==> src/rtl/cdb_broadcast_arbiter.sv <==
// ---------------------------------------------------------------------------
// cdb_broadcast_arbiter
// Collects completions from NUM_FU functional units into small per-port
// FIFOs and broadcasts at most one per cycle on the common data bus,
// selecting among non-empty FIFO heads round-robin.
//
// Ports
//   clk        : sole clock, rising edge
//   reset      : asynchronous active-low reset
//   fu_valid   : per-port completion request
//   fu_tag     : per-port PRF tag, port i at [i*TAG_W +: TAG_W]
//   fu_data    : per-port result, port i at [i*DATA_W +: DATA_W]
//   fu_ready   : per-port accept (FIFO not full, from registered count)
//   cdb_valid  : registered broadcast valid
//   cdb_tag    : registered broadcast tag
//   cdb_data   : registered broadcast data
//   cdb_src    : registered index of the granted port
// ---------------------------------------------------------------------------
module cdb_broadcast_arbiter #(
    parameter int unsigned NUM_FU     = 3,
    parameter int unsigned TAG_W      = 6,
    parameter int unsigned DATA_W     = 32,
    parameter int unsigned FIFO_DEPTH = 2
) (
    input  logic                       clk,
    input  logic                       reset,
    input  logic [NUM_FU-1:0]          fu_valid,
    input  logic [NUM_FU*TAG_W-1:0]    fu_tag,
    input  logic [NUM_FU*DATA_W-1:0]   fu_data,
    output logic [NUM_FU-1:0]          fu_ready,
    output logic                       cdb_valid,
    output logic [TAG_W-1:0]           cdb_tag,
    output logic [DATA_W-1:0]          cdb_data,
    output logic [1:0]                 cdb_src
);

    localparam int unsigned CNT_W = $clog2(FIFO_DEPTH + 1);
    localparam int unsigned PTR_W = (FIFO_DEPTH > 1) ? $clog2(FIFO_DEPTH) : 1;
    localparam int unsigned RR_W  = (NUM_FU > 1) ? $clog2(NUM_FU) : 1;
    localparam int unsigned SRC_W = 2;

    // Per-port storage and bookkeeping
    logic [TAG_W-1:0]  r_tag_mem  [NUM_FU][FIFO_DEPTH];
    logic [DATA_W-1:0] r_data_mem [NUM_FU][FIFO_DEPTH];
    logic [PTR_W-1:0]  r_wr_ptr   [NUM_FU];
    logic [PTR_W-1:0]  r_rd_ptr   [NUM_FU];
    logic [CNT_W-1:0]  r_cnt      [NUM_FU];
    logic [RR_W-1:0]   r_rr_ptr;

    logic [NUM_FU-1:0] w_push;
    logic [NUM_FU-1:0] w_pop;
    logic [NUM_FU-1:0] w_nonempty;
    logic              w_grant_vld;
    logic [RR_W-1:0]   w_grant_idx;
    logic [TAG_W-1:0]  w_head_tag;
    logic [DATA_W-1:0] w_head_data;

    function automatic logic [PTR_W-1:0] ptr_inc(input logic [PTR_W-1:0] p);
        return (p == PTR_W'(FIFO_DEPTH - 1)) ? '0 : p + PTR_W'(1);
    endfunction

    function automatic logic [RR_W-1:0] rr_inc(input logic [RR_W-1:0] p);
        return (p == RR_W'(NUM_FU - 1)) ? '0 : p + RR_W'(1);
    endfunction

    // Accept and occupancy: ready looks only at the registered count
    always_comb begin
        w_nonempty = '0;
        fu_ready   = '0;
        w_push     = '0;
        for (int i = 0; i < NUM_FU; i++) begin
            w_nonempty[i] = (r_cnt[i] != '0);
            fu_ready[i]   = (r_cnt[i] < CNT_W'(FIFO_DEPTH));
            w_push[i]     = fu_valid[i] & fu_ready[i];
        end
    end

    // Round-robin pick: first non-empty head at or after r_rr_ptr, wrapping
    always_comb begin
        logic [RR_W:0]   sum;
        logic [RR_W-1:0] idx;
        sum         = '0;
        idx         = '0;
        w_grant_vld = 1'b0;
        w_grant_idx = '0;
        w_pop       = '0;
        for (int k = 0; k < NUM_FU; k++) begin
            sum = {1'b0, r_rr_ptr} + (RR_W + 1)'(k);
            if (sum >= (RR_W + 1)'(NUM_FU)) begin
                sum = sum - (RR_W + 1)'(NUM_FU);
            end
            idx = sum[RR_W-1:0];
            if (!w_grant_vld && w_nonempty[idx]) begin
                w_grant_vld = 1'b1;
                w_grant_idx = idx;
            end
        end
        if (w_grant_vld) begin
            w_pop[w_grant_idx] = 1'b1;
        end
        w_head_tag  = r_tag_mem[w_grant_idx][r_rd_ptr[w_grant_idx]];
        w_head_data = r_data_mem[w_grant_idx][r_rd_ptr[w_grant_idx]];
    end

    // FIFO payload storage; contents are never observed unless counted valid
    always_ff @(posedge clk) begin
        for (int i = 0; i < NUM_FU; i++) begin
            if (w_push[i]) begin
                r_tag_mem[i][r_wr_ptr[i]]  <= fu_tag[i*TAG_W +: TAG_W];
                r_data_mem[i][r_wr_ptr[i]] <= fu_data[i*DATA_W +: DATA_W];
            end
        end
    end

    // Pointers, counts, round-robin pointer and registered broadcast
    always_ff @(posedge clk or negedge reset) begin
        if (!reset) begin
            for (int i = 0; i < NUM_FU; i++) begin
                r_wr_ptr[i] <= '0;
                r_rd_ptr[i] <= '0;
                r_cnt[i]    <= '0;
            end
            r_rr_ptr  <= '0;
            cdb_valid <= 1'b0;
            cdb_tag   <= '0;
            cdb_data  <= '0;
            cdb_src   <= '0;
        end else begin
            for (int i = 0; i < NUM_FU; i++) begin
                if (w_push[i]) begin
                    r_wr_ptr[i] <= ptr_inc(r_wr_ptr[i]);
                end
                if (w_pop[i]) begin
                    r_rd_ptr[i] <= ptr_inc(r_rd_ptr[i]);
                end
                // Push and pop together leave the count unchanged
                case ({w_push[i], w_pop[i]})
                    2'b10:   r_cnt[i] <= r_cnt[i] + CNT_W'(1);
                    2'b01:   r_cnt[i] <= r_cnt[i] - CNT_W'(1);
                    default: r_cnt[i] <= r_cnt[i];
                endcase
            end
            if (w_grant_vld) begin
                r_rr_ptr  <= rr_inc(w_grant_idx);
                cdb_valid <= 1'b1;
                cdb_tag   <= w_head_tag;
                cdb_data  <= w_head_data;
                cdb_src   <= SRC_W'(w_grant_idx);
            end else begin
                cdb_valid <= 1'b0;
                cdb_tag   <= '0;
                cdb_data  <= '0;
                cdb_src   <= '0;
            end
        end
    end

endmodule

==> config.mk <==
export PLATFORM = sky130hd
export DESIGN_NAME = cdb_broadcast_arbiter
export DESIGN_NICKNAME = d
export VERILOG_FILES = /design/src/rtl/cdb_broadcast_arbiter.sv
export SDC_FILE = /design/constraint.sdc
export NUM_CORES = 1
export LEC_CHECK = 0
export CORE_UTILIZATION = 50
export DETAILED_ROUTE_END_ITERATION = 10
export HOLD_SLACK_MARGIN = 0.1
export PLACE_DENSITY = 0.86
export SYNTH_ARGS = -nofsm -noshare
export SYNTH_HDL_FRONTEND = slang
export SYNTH_SLANG_ARGS = --single-unit
==> constraint.sdc <==
create_clock -name clk -period 3.9 [get_ports clk]
set_clock_uncertainty 0.15 [all_clocks]
set_input_delay 0.39 -clock clk [delete_from_list [all_inputs] [get_ports clk]]
set_output_delay 0.39 -clock clk [all_outputs]
set_load 0.03 [all_outputs]
==> results of run 1 <==
-- stage by stage --
step                hold WS, ns  area [um^2]  worst slack (ns)  cells
finish                    0.288        13800             0.522   1208
floorplan               -0.0556        10900             0.847    751
global placement          0.326        12900             0.837   1156
detailed placement        0.327        12900             0.608   1156
CTS                       0.273        13800             0.572   1208
global route              0.275        13800             0.407   1208
-- routing by layer --
metal	up-vias	share of wire (%)	track usage, %	routed length [um]
li1	3104	-	-	-
met1	3418	41	30.4	10500
met2	295	49	38.5	12600
met3	42	7.4	4.30	1880
met4	0	1.8	6.36	454
met5	-	0	0	0
-- area by class of cell --
| cell class | instances | share of cell area, % |
|---|---|---|
| Multi-Input combinational cell | 408 | 18.1 |
| Inverter | 10 | 0.272 |
| Clock inverter | 7 | 0.236 |
| Clock buffer | 44 | 6.32 |
| Tap cell | 275 | 2.50 |
| Sequential cell | 283 | 59.6 |
| Timing Repair Buffer | 181 | 13.0 |
-- power breakdown --
part	internal, mW	switching [mW]	total, mW
registers	4.15	0.285	4.44
logic	2.60	3.94	6.54
clock network	1.52	1.07	2.59
-- sequential cells by signal (all words and copies together) (netlist names) --
name	flops
r_data_mem	192
r_tag_mem	36
cdb_data	32
cdb_tag	6
r_cnt	6
r_rd_ptr	3
r_wr_ptr	3
cdb_src	2
r_rr_ptr	2
cdb_valid	1
-- cell usage after synthesis, drive strengths merged (2+ instances only) --
| cell type | count | area, um^2 |
|---|---|---|
| a21oi | 38 | 190 |
| and3 | 3 | 18.8 |
| buf | 19 | 111 |
| clkbuf | 31 | 116 |
| dfrtp | 55 | 1380 |
| edfxtp | 228 | 6850 |
| ha | 5 | 62.6 |
| inv | 10 | 37.5 |
| mux2i | 38 | 380 |
| nand2 | 44 | 165 |
| nor2 | 129 | 484 |
| nor3b | 2 | 26.3 |
| o21a | 38 | 285 |
| o21ai | 41 | 205 |
| o21bai | 2 | 15.0 |
| o221ai | 38 | 333 |
| o31ai | 2 | 15.0 |
| xnor2 | 12 | 105 |
-- cell families after synthesis --
family	after synthesis
simple gates	184
compound gates	168
flops	283
mux	38
buf+inv	60
fa+ha+maj	5
xor+xnor	13
-- worst max-delay path: cells and delay by family, from the launching register on --
family	cells	cell delay, ns
and+or+nand+nor	2	0.39
buffers and inverters	2	0.58
AOI/OAI and AO/OA	3	1.04
DFF	1	0.38
adders and majority gates	1	0.40
muxes	1	0.29
-- path summary, 6_finish.rpt --
kind / slack [ns] / cells after the start / to / start
min in group asynchronous: 0.47 / 2 / cdb_data[24] / reset
max: 0.52 / 9 / cdb_data[22] / r_rr_ptr[0]
max in group asynchronous: 2.27 / 3 / r_wr_ptr[2] / reset
min: 0.29 / 1 / r_tag_mem[0][10] / fu_tag[4]
min reg2reg: 0.34 / 1 / r_rd_ptr[2] / r_rd_ptr[2]
max reg2reg: 0.52 / 9 / cdb_data[22] / r_rr_ptr[0]
==> run_results.csv, run 1 <==
group,metric,value,unit
run_status,status,"finished, final reports clean",
clock_tree,clk_pin_slew_worst_paths,0.06,ns
sta,relSlewSlack,24.8,%
floorplanning,die_area,22400,um^2
setup_path,path_class,"flop to flop",
power,leakage,4.91,nW
setup_path,critical_path.slowest_cell,"o32ai_1",
synth,synth_area,10900,um^2
place,port_buffers,162,
synth,syn-num-nets,875,
sta,finalMaxSlewViolations,0,
worst_hold_path,hp-class,"input port to flop",
finish,n_fill_cell,1551,
synth,syn_area_per_cell,14.5,um^2
floorplanning,die_h,150,um
finish,regArea,8220,um^2
synth,synthAdderAreaFrac,0.573,%
finish,num_antenna_cells,0,
finish,area_delta_synth_final,26.3,%
synth,synth-async-reset-ratio,19.4,%
setup_path,cp_cell_sequence,"inv_1, ha_1, nor3b_4, nor2_1, o32ai_1, o31a_2, buf_4, mux2i_1, o21a_1",
clock_tree,cts_tree,"built",
synth,synth-compound-area-share,10.5,%
detailed_routing,vias,6859,
synth,synth_xor_area_share,1.04,%
detailed_routing,drt-pass1-iter-count,5,
setup_path,worstPathArrival,3.69,ns
detailed_routing,first_iter_violations,530,
synth,dominantRegCellSynth,"edfxtp_1",
floorplanning,core,21200,um^2
clock_tree,postCtsSetupBuffers,0,
power,finalPower,13.6,mW
setup_path,path_max_fanout,49,
clock_tree,cts_root_buf,"clkbuf_16",
clock_tree,cts_resized,0,
synth,synth_cell_types,40,
sta,finalSetupTns,0,ns
setup_path,critPathMaxStageDelay,0.63,ns
detailed_routing,vias_per_cell,5.68,
global_route,grt_pass1_wl,38.3,mm
clock_tree,cts_made_buffers,28,
power,peakVddDrop,856,uV
synth,synth_cells,751,
synth,synth_warnings,0,
sta,setup_violations,0,
global_route,grt_start_max_net_pins,54,
global_route,grt.total_usage,22.8,%
detailed_routing,drc,0,
synth,yosysSeqAreaShare,75.3,%
place,hpwl,15.7,mm
finish,drive_gt1_share,8.25,%
clock_tree,h-tree-depth,1,
sta,rsz0062_at_grt,"no",
sta,worst_pin_slew,1.13,ns
finish,fin_nets,1036,
setup_path,critPathLaunchType,"flop",
clock_tree,clk_latency,0.53,ns
synth,synth_top_family_by_area,"compound AO/OA/AOI/OAI gates",
sta,fin_crit_sh,86.6,%
finish,fin_util,65.0,%
sta,hold_violations,0,
setup_path,cp-end-kind,"flop",
finish,layout_common_cells,"edfxtp_1 (228), clkdlybuf4s50_1 (161), nor2_1 (126), dfrtp_1 (55), nand2_1 (44)",
global_route,antenna_found_initial,0,
floorplanning,start_util,51.4,%
sta,fin_crit,3.38,ns
finish,multi_input_area,2490,um^2
floorplanning,die_w,150,um
global_route,grt_pass1_vias,7082,
floorplanning,num_rows,53,
synth,synth-edff-count,228,
setup_path,required,4.21,ns
global_route,grt.overflow.total,0,
power,pwr_density_cell,984,nW/um^2
clock_tree,cts_max_path_buffers,3,
synth,muxShareOfSynthArea,3.48,%
detailed_routing,wl,25.4,mm
detailed_routing,wl_per_cell,21.1,um
sta,fmax,0.296,GHz
floorplanning,ios,163,
synth,synth_seq_cells,283,
clock_tree,ctsHoldBuffers,1,
run,drv_cap,0,
place,gp_congestion,0.811,
synth,synthSimpleGateAreaFrac,6.69,%
finish,layout_commonest_cell,"edfxtp_1",
clock_tree,cts_sinks,283,
detailed_routing,antenna_left,0,
No activity file was read; power rests on OpenSTA's default activity.
==> run 2, diff against run 1 <==
--- a/config.mk
+++ b/config.mk
@@ -5,6 +5,7 @@
 export SDC_FILE = /design/constraint.sdc
 export NUM_CORES = 1
 export LEC_CHECK = 0
+export CORE_MARGIN = 2
 export CORE_UTILIZATION = 50
 export DETAILED_ROUTE_END_ITERATION = 10
 export HOLD_SLACK_MARGIN = 0.1
==> run_results.csv, run 2 (synthesized netlist as in run 1, its figures left out) <==
group,metric,value,unit
finish,layout_commonest_cell,"edfxtp_1",
worst_hold_path,hp-class,"input port to flop",
clock_tree,cts_root_buf,"clkbuf_16",
clock_tree,h-tree-depth,1,
global_route,grt_start_max_net_pins,62,
clock_tree,cts_resized,0,
setup_path,critPathMaxStageDelay,0.61,ns
floorplanning,ios,163,
floorplanning,die_area,23000,um^2
run_status,status,"finished, final reports clean",
detailed_routing,vias,6889,
setup_path,worstPathArrival,3.68,ns
power,peakVddDrop,703,uV
setup_path,critical_path.slowest_cell,"o32ai_1",
detailed_routing,drt-pass1-iter-count,5,
floorplanning,start_util,50.5,%
worst_hold_path,hold-path-endpoint,"r_data_mem[0][17]",
clock_tree,clk_latency,0.53,ns
global_route,grt.overflow.total,0,
worst_hold_path,hold_start,"fu_data[17]",
finish,largest_register_ffs,192,
clock_tree,clk_pin_slew_worst_paths,0.06,ns
power,p_comb_share,48.6,%
setup_path,path_max_fanout,15,
setup_path,critical_path.startpoint,"r_rr_ptr[0]",
detailed_routing,m1WireLength,9.85,mm
sta,fin_crit,3.36,ns
setup_path,reg2reg_depth,9,
detailed_routing,wl_per_cell,21.1,um
detailed_routing,wl,25.5,mm
finish,fin_util,63.6,%
sta,finalMaxSlewViolations,0,
setup_path,required,4.22,ns
clock_tree,postCtsSetupBuffers,0,
floorplanning,die_h,152,um
setup_path,regToRegEndpoint,"cdb_data[16]",
global_route,grt_pass1_wl,38.3,mm
clock_tree,cts_tree,"built",
global_route,grt.total_usage,22.3,%
global_route,grt_pass1_vias,7084,
detailed_routing,drc,0,
worst_hold_path,min_path_cells,1,
finish,fin_nets,1035,
global_route,antenna_found_initial,0,
finish,num_antenna_cells,0,
power,p_sw_share,39.2,%
setup_path,critPathTopFamily,"compound AO/OA/AOI/OAI gates",
clock_tree,cts_max_path_buffers,3,
power,leakage,4.89,nW
sta,setup_violations,0,
finish,layout_common_cells,"edfxtp_1 (228), clkdlybuf4s50_1 (161), nor2_1 (126), dfrtp_1 (55), nand2_1 (44)",
detailed_routing,wl_met3,2.31,mm
clock_tree,cts_sinks,283,
floorplanning,core,21600,um^2
place,place_area,12900,um^2
setup_path,cp_cell_sequence,"inv_1, ha_1, nor3b_4, nor2_1, o32ai_1, o31a_2, buf_4, mux2i_1, o21a_1",
finish,drive_gt1_share,7.50,%
floorplanning,die_w,152,um
detailed_routing,vias_per_cell,5.68,
power,intPower,8.26,mW
floorplanning,num_rows,54,
clock_tree,ctsHoldBuffers,1,
setup_path,reg2reg_from,"r_rr_ptr[0]",
power,p_clk_share,18.8,%
power,p_seq_share,32.6,%
finish,area_delta_synth_final,26.0,%
sta,fin_crit_sh,86.2,%
detailed_routing,topRoutingLayerUsed,"met4",
clock_tree,cts_made_buffers,28,
finish,n_fill_cell,1564,
sta,finalSetupTns,0,ns
power,pwr_density_cell,988,nW/um^2
place,port_buffers,162,
finish,final_area,13800,um^2
sta,relSlewSlack,24.0,%
detailed_routing,antenna_left,0,
place,gp_congestion,0.846,
setup_path,reg2reg_slack,0.54,ns
detailed_routing,first_iter_violations,593,
sta,worst_pin_slew,1.14,ns
power,power.switching,5.32,mW
setup_path,critPathLaunchType,"flop",
sta,hold_violations,0,
place,hpwl,15.6,mm
setup_path,cp-end-kind,"flop",
sta,rsz0062_at_grt,"no",
detailed_routing,met2_length,12.8,mm
sta,fmax,0.298,GHz
setup_path,path_class,"flop to flop",
run,drv_cap,0,
setup_path,cp_num_buf_inv,2,
[run 2: cell types whose count changed in the layout (fill, tap and decap cells not counted), sizes merged]
cell      delta
clkinv       -3
bufinv       +1
clkbuf       +4
clkinvlp     -1
buf          -1
[run 2: power by group through the flow]
stage / combinational, mW / sequential, mW / clock [mW]
floorplan: 4.25 / 4.83 / 0
global placement: 6.35 / 4.46 / 0
detailed placement: 6.61 / 4.48 / 0
CTS: 6.64 / 4.43 / 2.58
global route: 7.23 / 4.48 / 2.69
finish: 6.60 / 4.43 / 2.55
[run 2: layer usage]
layer | GRT usage [%] | vias to the layer above
met5 | 0 | -
met4 | 8.10 | 0
met3 | 4.01 | 62
met2 | 37.5 | 357
met1 | 29.2 | 3380
li1 | - | 3090
[run 2: how the worst max path moves through the flow]
| stage | endpoint | slack (ns) | cells past startpoint |
|---|---|---|---|
| floorplan | r_data_mem[0][32] | 0.85 | 3 |
| global placement | cdb_tag[3] | 0.79 | 9 |
| detailed placement | cdb_tag[3] | 0.59 | 9 |
| CTS | cdb_tag[3] | 0.55 | 9 |
| global route | cdb_data[16] | 0.33 | 9 |
| finish | cdb_data[16] | 0.54 | 9 |
[run 2: per-stage QoR]
stage	hold WS, ns	power [mW]	std cells	worst slack (ns)
after floorplan	-0.0556	9.08	751	0.847
after global placement	0.319	10.8	1160	0.785
after detailed placement	0.326	11.1	1160	0.587
after CTS	0.269	13.6	1213	0.551
after global routing	0.278	14.4	1213	0.326
final	0.283	13.6	1213	0.539
[run 2: layout make-up]
| type | instances | area, um^2 | share of cell area, % |
|---|---|---|---|
| timing repair buffer | 180 | 1780 | 13.0 |
| tap | 280 | 350 | 2.55 |
| clock inverter | 4 | 48.8 | 0.355 |
| sequential | 283 | 8220 | 59.8 |
| clock buffer | 48 | 817 | 5.94 |
| inverter | 10 | 37.5 | 0.273 |
| multi-input combinational | 408 | 2490 | 18.1 |
